==> config.mk <==
export PLATFORM = sky130hd
export DESIGN_NAME = z_core_wb_arbiter
export DESIGN_NICKNAME = d
export VERILOG_FILES = /design/src/rtl/z_core_wb_arbiter.sv
export SDC_FILE = /design/constraint.sdc
export NUM_CORES = 1
export LEC_CHECK = 0
export BUFFER_PORTS_ARGS = -buffer_cell sky130_fd_sc_hd__buf_2
export CAP_MARGIN = 10
export CELL_PAD_IN_SITES_DETAIL_PLACEMENT = 2
export CELL_PAD_IN_SITES_GLOBAL_PLACEMENT = 2
export CORE_MARGIN = 8
export CORE_UTILIZATION = 25
export DETAILED_ROUTE_END_ITERATION = 12
export PLACE_DENSITY_LB_ADDON = 0.1
export SLEW_MARGIN = 20
export SYNTH_ARGS = -nofsm -noshare
export SYNTH_HDL_FRONTEND = slang
export SYNTH_SLANG_ARGS = --single-unit
==> constraint.sdc <==
create_clock -name clk -period 4.4 [get_ports clk]
set_clock_uncertainty 0.1 [all_clocks]
set_input_delay 0.22 -clock clk [delete_from_list [all_inputs] [get_ports clk]]
set_output_delay 0.22 -clock clk [all_outputs]
set_load 0.1 [all_outputs]
==> src/rtl/z_core_wb_arbiter.sv <==
// Writeback arbiter: round-robin merge of ALU and LSU results into one registered
// register-file write port, with staged-write hazard flags and a saturating stall counter.
module z_core_wb_arbiter #(
  parameter int CNT_W = 16
) (
  input  logic             clk,
  input  logic             reset,
  input  logic             alu_valid,
  output logic             alu_ready,
  input  logic [4:0]       alu_rd,
  input  logic [31:0]      alu_data,
  input  logic             lsu_valid,
  output logic             lsu_ready,
  input  logic [4:0]       lsu_rd,
  input  logic [31:0]      lsu_data,
  output logic             rf_we,
  output logic [4:0]       rf_rd,
  output logic [31:0]      rf_rd_in,
  input  logic [4:0]       rs1_q,
  input  logic [4:0]       rs2_q,
  output logic             hazard_rs1,
  output logic             hazard_rs2,
  output logic [CNT_W-1:0] stall_cnt
);

  typedef enum logic {
    SRC_ALU = 1'b0,
    SRC_LSU = 1'b1
  } src_e;

  src_e             last_q, last_d;
  logic             stg_valid_q, stg_valid_d;
  logic [4:0]       stg_rd_q, stg_rd_d;
  logic [31:0]      stg_data_q, stg_data_d;
  logic [CNT_W-1:0] stall_q, stall_d;
  logic             alu_xfer, lsu_xfer, stall_inc;

  always_ff @(posedge clk) begin
    if (reset) begin
      last_q      <= SRC_LSU;
      stg_valid_q <= 1'b0;
      stg_rd_q    <= 5'd0;
      stg_data_q  <= 32'd0;
      stall_q     <= '0;
    end else begin
      last_q      <= last_d;
      stg_valid_q <= stg_valid_d;
      stg_rd_q    <= stg_rd_d;
      stg_data_q  <= stg_data_d;
      stall_q     <= stall_d;
    end
  end

  // Ready depends only on the other source and the pointer, so at most one
  // side can transfer per cycle; the one not granted last wins a conflict.
  always_comb begin
    alu_ready   = !(lsu_valid && last_q == SRC_ALU);
    lsu_ready   = !(alu_valid && last_q == SRC_LSU);
    alu_xfer    = alu_valid && alu_ready;
    lsu_xfer    = lsu_valid && lsu_ready;
    stall_inc   = (alu_valid && !alu_ready) || (lsu_valid && !lsu_ready);
    last_d      = last_q;
    stg_valid_d = 1'b0;
    stg_rd_d    = stg_rd_q;
    stg_data_d  = stg_data_q;
    stall_d     = stall_q;
    if (alu_xfer) begin
      last_d      = SRC_ALU;
      stg_valid_d = (alu_rd != 5'd0);
      stg_rd_d    = alu_rd;
      stg_data_d  = alu_data;
    end else if (lsu_xfer) begin
      last_d      = SRC_LSU;
      stg_valid_d = (lsu_rd != 5'd0);
      stg_rd_d    = lsu_rd;
      stg_data_d  = lsu_data;
    end
    if (stall_inc && stall_q != {CNT_W{1'b1}}) begin
      stall_d = stall_q + CNT_W'(1);
    end
  end

  always_comb begin
    rf_we      = stg_valid_q;
    rf_rd      = stg_rd_q;
    rf_rd_in   = stg_data_q;
    hazard_rs1 = stg_valid_q && (stg_rd_q == rs1_q) && (rs1_q != 5'd0);
    hazard_rs2 = stg_valid_q && (stg_rd_q == rs2_q) && (rs2_q != 5'd0);
    stall_cnt  = stall_q;
  end

endmodule
# After elaboration in Yosys (flattened, before gate mapping)
# Index checks and enable logic that the tools add are counted.
# word_totals
reg_bits	55
inputBits	88
out_inout_bits	58
elab_cells	37
# classes
addsub	1
n_eq_ne	3
n_mux	8
bitwise_logic	1
reduce_logical	19
# op_table
operator	n
32-bit two-way mux	2
5-bit nonzero test	4
16-bit by 1-bit adder with 16-bit output, second input constant	1
16-bit inequality test, second input constant	1
1-bit logical AND	11
5-bit == test	2
5-bit two-way mux	2
1-bit two-way mux	4
1-bit zero test	2
2-bit nonzero test	1
1-bit logical OR	1
1-bit NOT	1

# Depth between registers and ports, before layout
# Gate-level depths: netlist (run 1).
# depth
depth_word	5
mapped_depth	6
depth_no_buf	5

# Worst setup path after synthesis (run 1)
# No wires, ideal clock.
# synth_path
kind	register to output
startpoint	register stg_rd_q[2], in the netlist rf_rd[2]
endpoint	output port hazard_rs1
arrival_ns	2.736
t_required_ns	4.080
setup_slack_ns	1.344
stages_incl_launch_ff	5
n_path_buf	0
path_cell_list	dfxtp_1 -> xor2_1 -> nor3_1 -> nand3_1 -> nor2_1
# synth_via
elab_chain_len	3
# synth_rtl
item	line_no	source
start, declared	33	logic [4:0] stg_rd_q, stg_rd_d;
start signal, assigned	48	stg_rd_q <= stg_rd_d;
5-bit == test	87	hazard_rs1 = stg_valid_q && (stg_rd_q == rs1_q) && (rs1_q != 5'd0);
1-bit logical AND (2 in a row)	87	
end, declared	21	output logic hazard_rs1,
# No other way between the ends.

# Worst setup path after layout (run 1)
# layout_path
startpoint	input port alu_valid
endpoint	register stall_q[9], in the netlist stall_cnt[9]
# layout_via
elab_chain_len	4
elab_cells_between_ends	5
cone_classes	reduce/logical (5)
# layout_rtl
item	line_no	source
start, declared	8	input logic alu_valid,
1-bit logical AND	58	lsu_ready = !(alu_valid && last_q == SRC_LSU);
1-bit logical AND	61	stall_inc = (alu_valid && !alu_ready) || (lsu_valid && !lsu_ready);
1-bit logical OR *	61	
1-bit logical AND *	78	if (stall_inc && stall_q != {CNT_W{1'b1}}) begin
end signal, assigned	50	stall_q <= stall_d;
end, declared	35	logic [CNT_W-1:0] stall_q, stall_d;
# Mark *: on every way between the ends. The rest lies on a longest branch, timed or not.
# A chain may end at the register's enable or synchronous reset.

==> results of run 1 <==
## layout by cell type, fill, tap and decap left out, drive strengths merged
cell type | netlist | layout
nor4 | 8 | 8
and4 | 1 | 1
a41oi | 1 | 1
o31ai | 6 | 6
a21oi | 10 | 10
or3 | 3 | 3
ha | 1 | 1
nor3 | 6 | 6
a311oi | 38 | 38
or4 | 6 | 6
or2 | 2 | 2
a211oi | 1 | 1
nand2 | 44 | 44
bufinv | 0 | 1
o211ai | 1 | 1
inv | 3 | 3
xnor2 | 2 | 2
clkinv | 0 | 1
xor2 | 6 | 6
nand3 | 45 | 45
a221oi | 1 | 1
nor2 | 49 | 49
nand2b | 2 | 2
dfxtp | 55 | 55
clkbuf | 23 | 6
o41ai | 1 | 1
o31a | 1 | 1
and3 | 1 | 1
a31oi | 2 | 2
nand4 | 3 | 3
buf | 5 | 149
o21ai | 5 | 5
a41o | 1 | 1
mux2 | 3 | 3
nor2b | 4 | 4
## area by class of cell
type / count / share of cell area (%)
inverter: 3 / 0.312
clock buffer: 6 / 2.29
tap: 136 / 4.72
clock inverter: 2 / 0.972
sequential: 55 / 30.5
multi-input combinational: 254 / 40.2
timing repair buffer: 149 / 21.0
## logic make-up (layout without fill, tap and decap cells)
kind of cell / Yosys count / count (layout) / synth area share (%)
muxes: 3 / 3 / 1.27
adders and majority gates: 1 / 1 / 0.469
AOI/OAI and AO/OA: 68 / 68 / 19.7
DFF: 55 / 55 / 41.3
and+or+nand+nor: 174 / 174 / 30.2
buffers and inverters: 31 / 160 / 4.41
xor gates and xnor gates: 8 / 8 / 2.63
## power groups by stage
stage	Combinational, mW	Clock (mW)	Sequential (mW)
finish	0.415	0.359	0.549
global placement	0.415	0	0.560
CTS	0.421	0.377	0.550
global route	0.439	0.394	0.555
floorplan	0.101	0	0.773
detailed placement	0.420	0	0.561
## critical path, delay by kind of cell
family                 cells  cell delay [ns]
AND/OR/NAND/NOR            3             1.48
buffers and inverters      1             0.61
AO/OA/AOI/OAI              1             0.15
## cells in the mapped netlist (all sizes together), types with 3 or more instances
library cell and count:
a21oi 10, buf 5, clkbuf 23, dfxtp 55
or4 6, inv 3, nand4 3, nor2 49
a311oi 38, xor2 6, nor3 6, nand2 44
mux2 3, o21ai 5, o31ai 6, or3 3
nand3 45, nor4 8, nor2b 4
## path summary, 6_finish.rpt
path                            start                   endpoint  slack (ns)  depth (start not counted)
min                      lsu_data[21]  rf_rd_in[21]$_SDFFE_PP0P_        0.06                          3
max                         alu_valid  stall_cnt[9]$_SDFFE_PP0P_        2.08                          5
max reg2reg       last_q$_SDFFE_PP1P_  rf_rd_in[10]$_SDFFE_PP0P_        2.17                          5
min reg2reg  rf_rd_in[1]$_SDFFE_PP0P_   rf_rd_in[1]$_SDFFE_PP0P_        0.40                          2
## per-stage QoR
stage                     hold WS [ns]  total power, mW  utilization, %  setup slack [ns]
after floorplan                  0.257            0.874               -              1.34
after global placement           0.384            0.976            33.8              1.77
after detailed placement         0.395            0.982            33.8              1.73
after CTS                       0.0422             1.35            34.9              2.07
after global routing            0.0494             1.39            34.9              1.95
final                           0.0559             1.32            34.9              2.08
## registers in the layout (all words and copies together), names as in the netlist
signal and flops:
rf_we 1, stall_cnt 16, rf_rd_in 32, rf_rd 5, last_q 1
## routing by layer
metal  part of all wire, %  global-route usage, %
met4                  0.76                   3.48
met2                    50                   27.3
met1                    43                   17.2
met3                   6.2                   4.96
met5                  0.12                      0
==> results.ini, run 1 <==
[status]
status=completed

[synthesis]
synth_seq_area_share_pct=41.3
synth_top_area_share_pct=41.3
postSynthCellCount=340
async_flop_share_pct=0
syn_area_um2=2670
synth_edf_count=0
yosysTopAreaCell=dfxtp_1
yosys_most_used_dff=dfxtp_1
avgSynthCellArea_um2=7.84
synth_warnings=0
syn-num-nets=429
synthTopCellsByArea=dfxtp_1, a311oi_1, nand3_1
ys_ff_latch=55
synth_cell_types=35

[worst_setup_path]
cp-start-kind=input pin
path_common_cell=or4_1
path_cells=buf_2, nand2_2, or4_1, or4_1, a21oi_1
cp_max_fo=42
worstSetupPathType=input pin to register
arrival_ns=2.47
cp_slowest_cell=or4_1
crit_path_max_incr_delay_ns=0.63
crit_path_end_kind=register
cp.required_ns=4.55

[detailed_routing]
drt_iter0_markers=117
route.detailed.wl_per_inst_um=18.1
viasPerCell=5.16
drtAntennaViolNets=0
via_count=3119
wirelength_um=11000
drt_pass1_iterations=4
drc=0

[clock_network]
cts.path.max_buffers=2
htree_levels=2
hold_buffers=0
cts_tree=yes
cts_root_buffer=clkbuf_8
clk_latency_ns=0.31
ctsResizeCount=0
cts.sinks=55
clkTransAtPathRegs_ns=0.11
post_cts_buffers=0
cts_made_buffers=5

[power_and_ir_drop]
switching_power_mw=0.524
switching_share_pct=39.6
pwr-share-seq_pct=41.5
p_leak_nw=1.64
max-vdd-ir-drop_v=0.000116
clockPowerShare_pct=27.1
power_density_nw_per_um2=367
power.internal_mw=0.800
comb_power_share_pct=31.4

[global_routing]
track_usage_pct=15.2
grt_max_degree=61
antenna_found_initial=1
grt_overflow_total=0
grt_pass1_wl_um=17900
grt_pass1_vias=3517

[placement]
numPortBuffers=145
placedCellCount=597
dp_hpwl_um=8160
placed_area_um2=3490
gp_congestion=0.711

[die]
ios=146
rows=37
die_h_um=119
start_util_pct=25.8
core_um2=10300
design.die.area_um2=14200
die_w_um=119

[sta]
timing.final.crit_share_pct=52.7
setup_viol=0
fin_crit_ns=2.32
hold_viol=0
fin_tns_setup_ns=0
max_freq_mhz=431
rsz0062_at_grt=false
slew-limit-headroom_pct=41.9
finalMaxSlewViolations=0
tightest_slew_ns=0.871

[cells_and_area]
instances_no_fill=605
nNetsFinal=557
drive_gt1_share_pct=35.0
stdcell_area_um2=3600
areaGrowthSynthToFinish_pct=35.3
multi_input_area_um2=1450
fill_cells=1253
regArea_um2=1100
diodes=0

[min_path]
hold_path_class=input pin to register

[job]
drv_cap=0

No activity file was read; power rests on OpenSTA's default activity.
==> run 2: changes to the inputs <==
CORE_UTILIZATION = 21   (was 25)
clock period = 2.1 ns   (was 4.4 ns; I/O delays follow)
==> run 2 against run 1 <==
Cell area increased by 28%; core utilization rose by 1.9 points; power up 130%; combinational power is 150% higher; critical path type is now register to primary output.
==> results.ini, run 2 (synthesized netlist as in run 1, its figures left out) <==
[status]
status=completed

[detailed_routing]
drt_pass1_iterations=4
wirelength_um=13100
viasPerCell=4.77
drtAntennaViolNets=0
drc=0
route.detailed.wl_per_inst_um=18.1
via_count=3455
drt_iter0_markers=106

[global_routing]
grt_pass1_wl_um=21100
track_usage_pct=16.1
grt_overflow_total=0
grt_pass1_vias=3958
grt_max_degree=41
antenna_found_initial=1

[worst_setup_path]
reg2reg_to=rf_rd_in[10]$_SDFFE_PP0P_
timing.critical_path.buf_inv=1
arrival_ns=1.75
reg2reg_from=last_q$_SDFFE_PP1P_
rr_worst_depth=5
r2r_slack_ns=0.19
crit_path_end_kind=primary output
cp_max_fo=5
cp-start-kind=register
critPathTopFamily=simple AND/OR/NAND/NOR gates
cp.required_ns=1.89
cp_slowest_cell=nor4_1
path_cells=nor4_1, nor3_1, a21oi_1, nor2_4, buf_2
crit_path_max_incr_delay_ns=0.43
worstSetupPathType=register to primary output

[clock_network]
cts_tree=yes
cts.path.max_buffers=2
cts.sinks=55
clk_latency_ns=0.31
htree_levels=2
cts_root_buffer=clkbuf_16
cts_made_buffers=5
clkTransAtPathRegs_ns=0.07

[placement]
place_ws_ns=0.166
numPortBuffers=145
gp_congestion=0.703
dp_hpwl_um=8770

[power_and_ir_drop]
max-vdd-ir-drop_v=0.000322
clockPowerShare_pct=30.4
p_leak_nw=2.06
finalPower_mw=3.11
power_density_nw_per_um2=673
power.internal_mw=1.91
switching_share_pct=38.7
switching_power_mw=1.20
comb_power_share_pct=32.7
pwr-share-seq_pct=36.9

[min_path]
min_from=alu_rd[0]
hold_path_class=input pin to register
min_to=rf_rd[0]$_SDFFE_PP0P_
min_path_cells=3

[die]
ios=146
die_w_um=129
design.die.area_um2=16600
start_util_pct=21.3
core_um2=12500
die_h_um=129
rows=41

[sta]
setup_viol=0
fin_crit_ns=1.95
tightest_slew_ns=0.530
rsz0062_at_grt=false
finalMaxSlewViolations=0
hold_viol=0
max_freq_mhz=512
timing.final.crit_share_pct=93.1
slew-limit-headroom_pct=64.9
fin_tns_setup_ns=0
layout_setup_ws_ns=0.145

[cells_and_area]
drive_gt1_share_pct=35.9
final_util_pct=36.9
final_cell_mix=buf_2, dlygate4sd3_1, nor2_1, nand3_1, nand2_1
largest_reg_flops=32
layout_commonest_cell=buf_2
nNetsFinal=639
fill_cells=1475
areaGrowthSynthToFinish_pct=73.1

[job]
drv_cap=0

[run 2: changes by cell type in the layout (fill, tap and decap cells not counted), moves of 2 or more]
cell / delta
dfxtp_1: -20
clkbuf_8: -6
clkbuf_16: +6
nor2_4: +2
dfxtp_2: +12
dfxtp_4: +8
nor2_1: -2
buf_12: +3
dlygate4sd3_1: +71
buf_4: +8
[run 2: worst reg2reg max path, stage by stage (launching register included)]
cell and delay, ns:
dfxtp_1 0.34, nand2b_2 0.14, buf_6 0.29, nand3_1 0.14, a311oi_1 0.28, dlygate4sd3_1 0.58
[run 2: cell type report]
type	instances	area [um2]	area share, %
well taps	172	215	4.67
inverters	3	11.3	0.244
flip-flops and latches	55	1150	24.8
diodes	1	2.50	0.0542
clock inverters	1	7.51	0.163
repair buffers	231	1590	34.5
multi-input cells	254	1480	32.2
clock buffers	7	154	3.34
[run 2: power by group through the flow]
| stage | combinational [mW] | sequential (mW) | clock, mW |
|---|---|---|---|
| after CTS | 1.02 | 1.14 | 0.999 |
| final | 1.02 | 1.14 | 0.946 |
| after global placement | 0.900 | 1.17 | 0 |
| after floorplan | 0.215 | 1.61 | 0 |
| after detailed placement | 0.909 | 1.17 | 0 |
| after global routing | 1.08 | 1.16 | 1.03 |
[run 2: metal layers]
layer	wire, um	vias up	share of wire (%)	track usage [%]
met2	6340	102	48	27.4
met5	8	-	0.061	0
met3	1060	20	8.1	6.08
met4	260	2	2.0	5.46
li1	-	1675	-	-
met1	5440	1656	41	18.0
[run 2: worst max path at each step]
stage	start	endpoint	depth (start not counted)
floorplan	stall_cnt[1]$_SDFFE_PP0P_	stall_cnt[8]$_SDFFE_PP0P_	5
global placement	stall_cnt[0]$_SDFFE_PP0P_	stall_cnt[8]$_SDFFE_PP0P_	5
detailed placement	stall_cnt[0]$_SDFFE_PP0P_	stall_cnt[8]$_SDFFE_PP0P_	5
CTS	last_q$_SDFFE_PP1P_	rf_rd_in[10]$_SDFFE_PP0P_	5
global route	rf_rd[0]$_SDFFE_PP0P_	hazard_rs2	5
finish	rf_rd[0]$_SDFFE_PP0P_	hazard_rs1	5
[run 2: per-stage QoR]
step / hold WS [ns] / area [um2] / std cells
3_3_place_gp: 0.273 / 3710 / 643
4_1_cts: 0.000395 / 4590 / 722
3_5_place_dp: 0.286 / 3710 / 643
2_1_floorplan: 0.142 / 2730 / 340
6_report: 0.00953 / 4610 / 724
5_1_grt: 0.00392 / 4610 / 723
[run 2: what timing repair did]
item                       in CTS  in global routing
hold buffers                   71                  0
hold endpoints to repair       37                  0
buffers inserted                0                  1
gates resized for setup         0                  3
setup endpoints to repair       0                 11
==> run 3: changes to the inputs <==
CAP_MARGIN = default   (was 10)
RECOVER_POWER = 50   (was default)
==> run 3 against run 2 <==
Highest routed layer unchanged; final cell count unchanged; flip-flop and latch count unchanged; clock power is essentially flat; power down 0.58%; critical path depth is the same; combinational power is essentially flat; via count is essentially flat; global-route usage is the same; cell area is 1.4% lower; worst setup slack gained 0.0032 ns; sequential share of layout area rose by 0.36 points; largest cell class unchanged; fmax rose by 0.17%.
==> results.ini, run 3 (synthesized netlist as in run 1, its figures left out) <==
[die]
design.die.area_um2=16600
ios=146
core_um2=12500
die_h_um=129
die_w_um=129
start_util_pct=21.3
rows=41

[clock_network]
htree_levels=2
cts.path.max_buffers=2
clk_latency_ns=0.31
cts_root_buffer=clkbuf_16
cts_tree=yes
cts_made_buffers=5
clkTransAtPathRegs_ns=0.07
cts.sinks=55

[placement]
dp_hpwl_um=8770
numPortBuffers=145
gp_congestion=0.703
placed_area_um2=3710
placedCellCount=643

[min_path]
hold_path_class=input pin to register
min_path_cells=3
min_to=rf_rd[0]$_SDFFE_PP0P_
min_from=alu_rd[0]

[worst_setup_path]
cp-start-kind=register
crit_path_end_kind=primary output
cp.required_ns=1.89
cp_max_fo=5
rr_worst_depth=5
arrival_ns=1.75
worstSetupPathType=register to primary output
reg2reg_to=rf_rd_in[10]$_SDFFE_PP0P_
r2r_slack_ns=0.19
reg2reg_from=last_q$_SDFFE_PP1P_

[detailed_routing]
wirelength_um=13100
route.detailed.wl_per_inst_um=18.1
drc=0
drt_iter0_markers=96
drtAntennaViolNets=0
drt_pass1_iterations=4
viasPerCell=4.77
via_count=3453

[power_and_ir_drop]
p_leak_nw=1.86
switching_share_pct=38.9
comb_power_share_pct=32.3
pwr-share-seq_pct=37.1
power.internal_mw=1.89
clockPowerShare_pct=30.5
switching_power_mw=1.20
power_density_nw_per_um2=679
max-vdd-ir-drop_v=0.000318

[cells_and_area]
drive_gt1_share_pct=26.3
largest_reg_flops=32
nNetsFinal=639
final_util_pct=36.3
final_cell_mix=buf_2, dlygate4sd3_1, clkbuf_1, nor2_1, nand3_1
layout_commonest_cell=buf_2
instances_no_fill=724
stdcell_area_um2=4550
areaGrowthSynthToFinish_pct=70.6

[sta]
fin_crit_ns=1.95
hold_slack_ns=0.00891
rsz0062_at_grt=false
hold_viol=0
fin_tns_setup_ns=0
finalMaxSlewViolations=0
tightest_slew_ns=1.28
slew-limit-headroom_pct=15.3
setup_viol=0
max_freq_mhz=512
timing.final.crit_share_pct=92.9

[job]
drv_cap=0

[global_routing]
grt_pass1_vias=3958
grt_pass1_wl_um=21100
antenna_found_initial=1
grt_overflow_total=0
track_usage_pct=16.1
grt_max_degree=41

[status]
status=completed

-- run 3: changes by cell type in the layout (fill, tap and decap cells not counted), sizes merged --
| cell | previous run | this run |
|---|---|---|
| buf | 160 | 106 |
| clkbuf | 7 | 61 |
-- run 3: timing repair --
| action | CTS | global route |
|---|---|---|
| hold endpoints to repair | 37 | 0 |
| gates resized for setup | 0 | 3 |
| setup buffers | 0 | 1 |
| hold buffers | 71 | 0 |
| setup endpoints to repair | 0 | 11 |
-- run 3: power by group through the flow --
stage / clock network (mW) / logic, mW / registers, mW
final: 0.943 / 0.999 / 1.15
after global routing: 1.03 / 1.06 / 1.16
after CTS: 0.999 / 1.02 / 1.14
after detailed placement: 0 / 0.909 / 1.17
after global placement: 0 / 0.900 / 1.17
after floorplan: 0 / 0.215 / 1.61
-- run 3: critical path: stages (launching register included) --
cell     delay, ns
dfxtp_2       0.36
nor4_1        0.43
nor3_1        0.09
a21oi_1       0.22
nor2_4        0.05
buf_2         0.29
-- run 3: final cells by class --
cell class                 count  area (um2)
antenna                        1        2.50
clock buffer                   7         154
clock inverter                 1        7.51
fill                        1487        7970
inverter                       3        11.3
multi-input combinational    254        1480
sequential                    55        1150
tap                          172         215
timing repair buffer         231        1530
-- run 3: worst max path at each step --
| stage | startpoint | end | slack, ns | depth (start not counted) |
|---|---|---|---|---|
| after floorplan | stall_cnt[1]$_SDFFE_PP0P_ | stall_cnt[8]$_SDFFE_PP0P_ | 0.0004 | 5 |
| after global placement | stall_cnt[0]$_SDFFE_PP0P_ | stall_cnt[8]$_SDFFE_PP0P_ | 0.24 | 5 |
| after detailed placement | stall_cnt[0]$_SDFFE_PP0P_ | stall_cnt[8]$_SDFFE_PP0P_ | 0.17 | 5 |
| after CTS | last_q$_SDFFE_PP1P_ | rf_rd_in[10]$_SDFFE_PP0P_ | 0.07 | 5 |
| after global routing | rf_rd[0]$_SDFFE_PP0P_ | hazard_rs2 | 0.002 | 5 |
| final | rf_rd[0]$_SDFFE_PP0P_ | hazard_rs1 | 0.15 | 5 |
-- run 3: layer usage --
layer	vias up	GRT usage (%)	share of wire, %
li1	1677	-	-
met1	1654	18.0	42
met2	100	27.4	48
met3	20	6.08	7.8
met4	2	5.46	2.1
met5	-	0	0.061
-- run 3: stage by stage --
stage          total power, mW  setup slack (ns)
4_1_cts                   3.16            0.0725
3_3_place_gp              2.07             0.241
3_5_place_dp              2.08             0.166
5_1_grt                   3.25           0.00204
2_1_floorplan             1.83          0.000439
6_report                  3.09             0.148
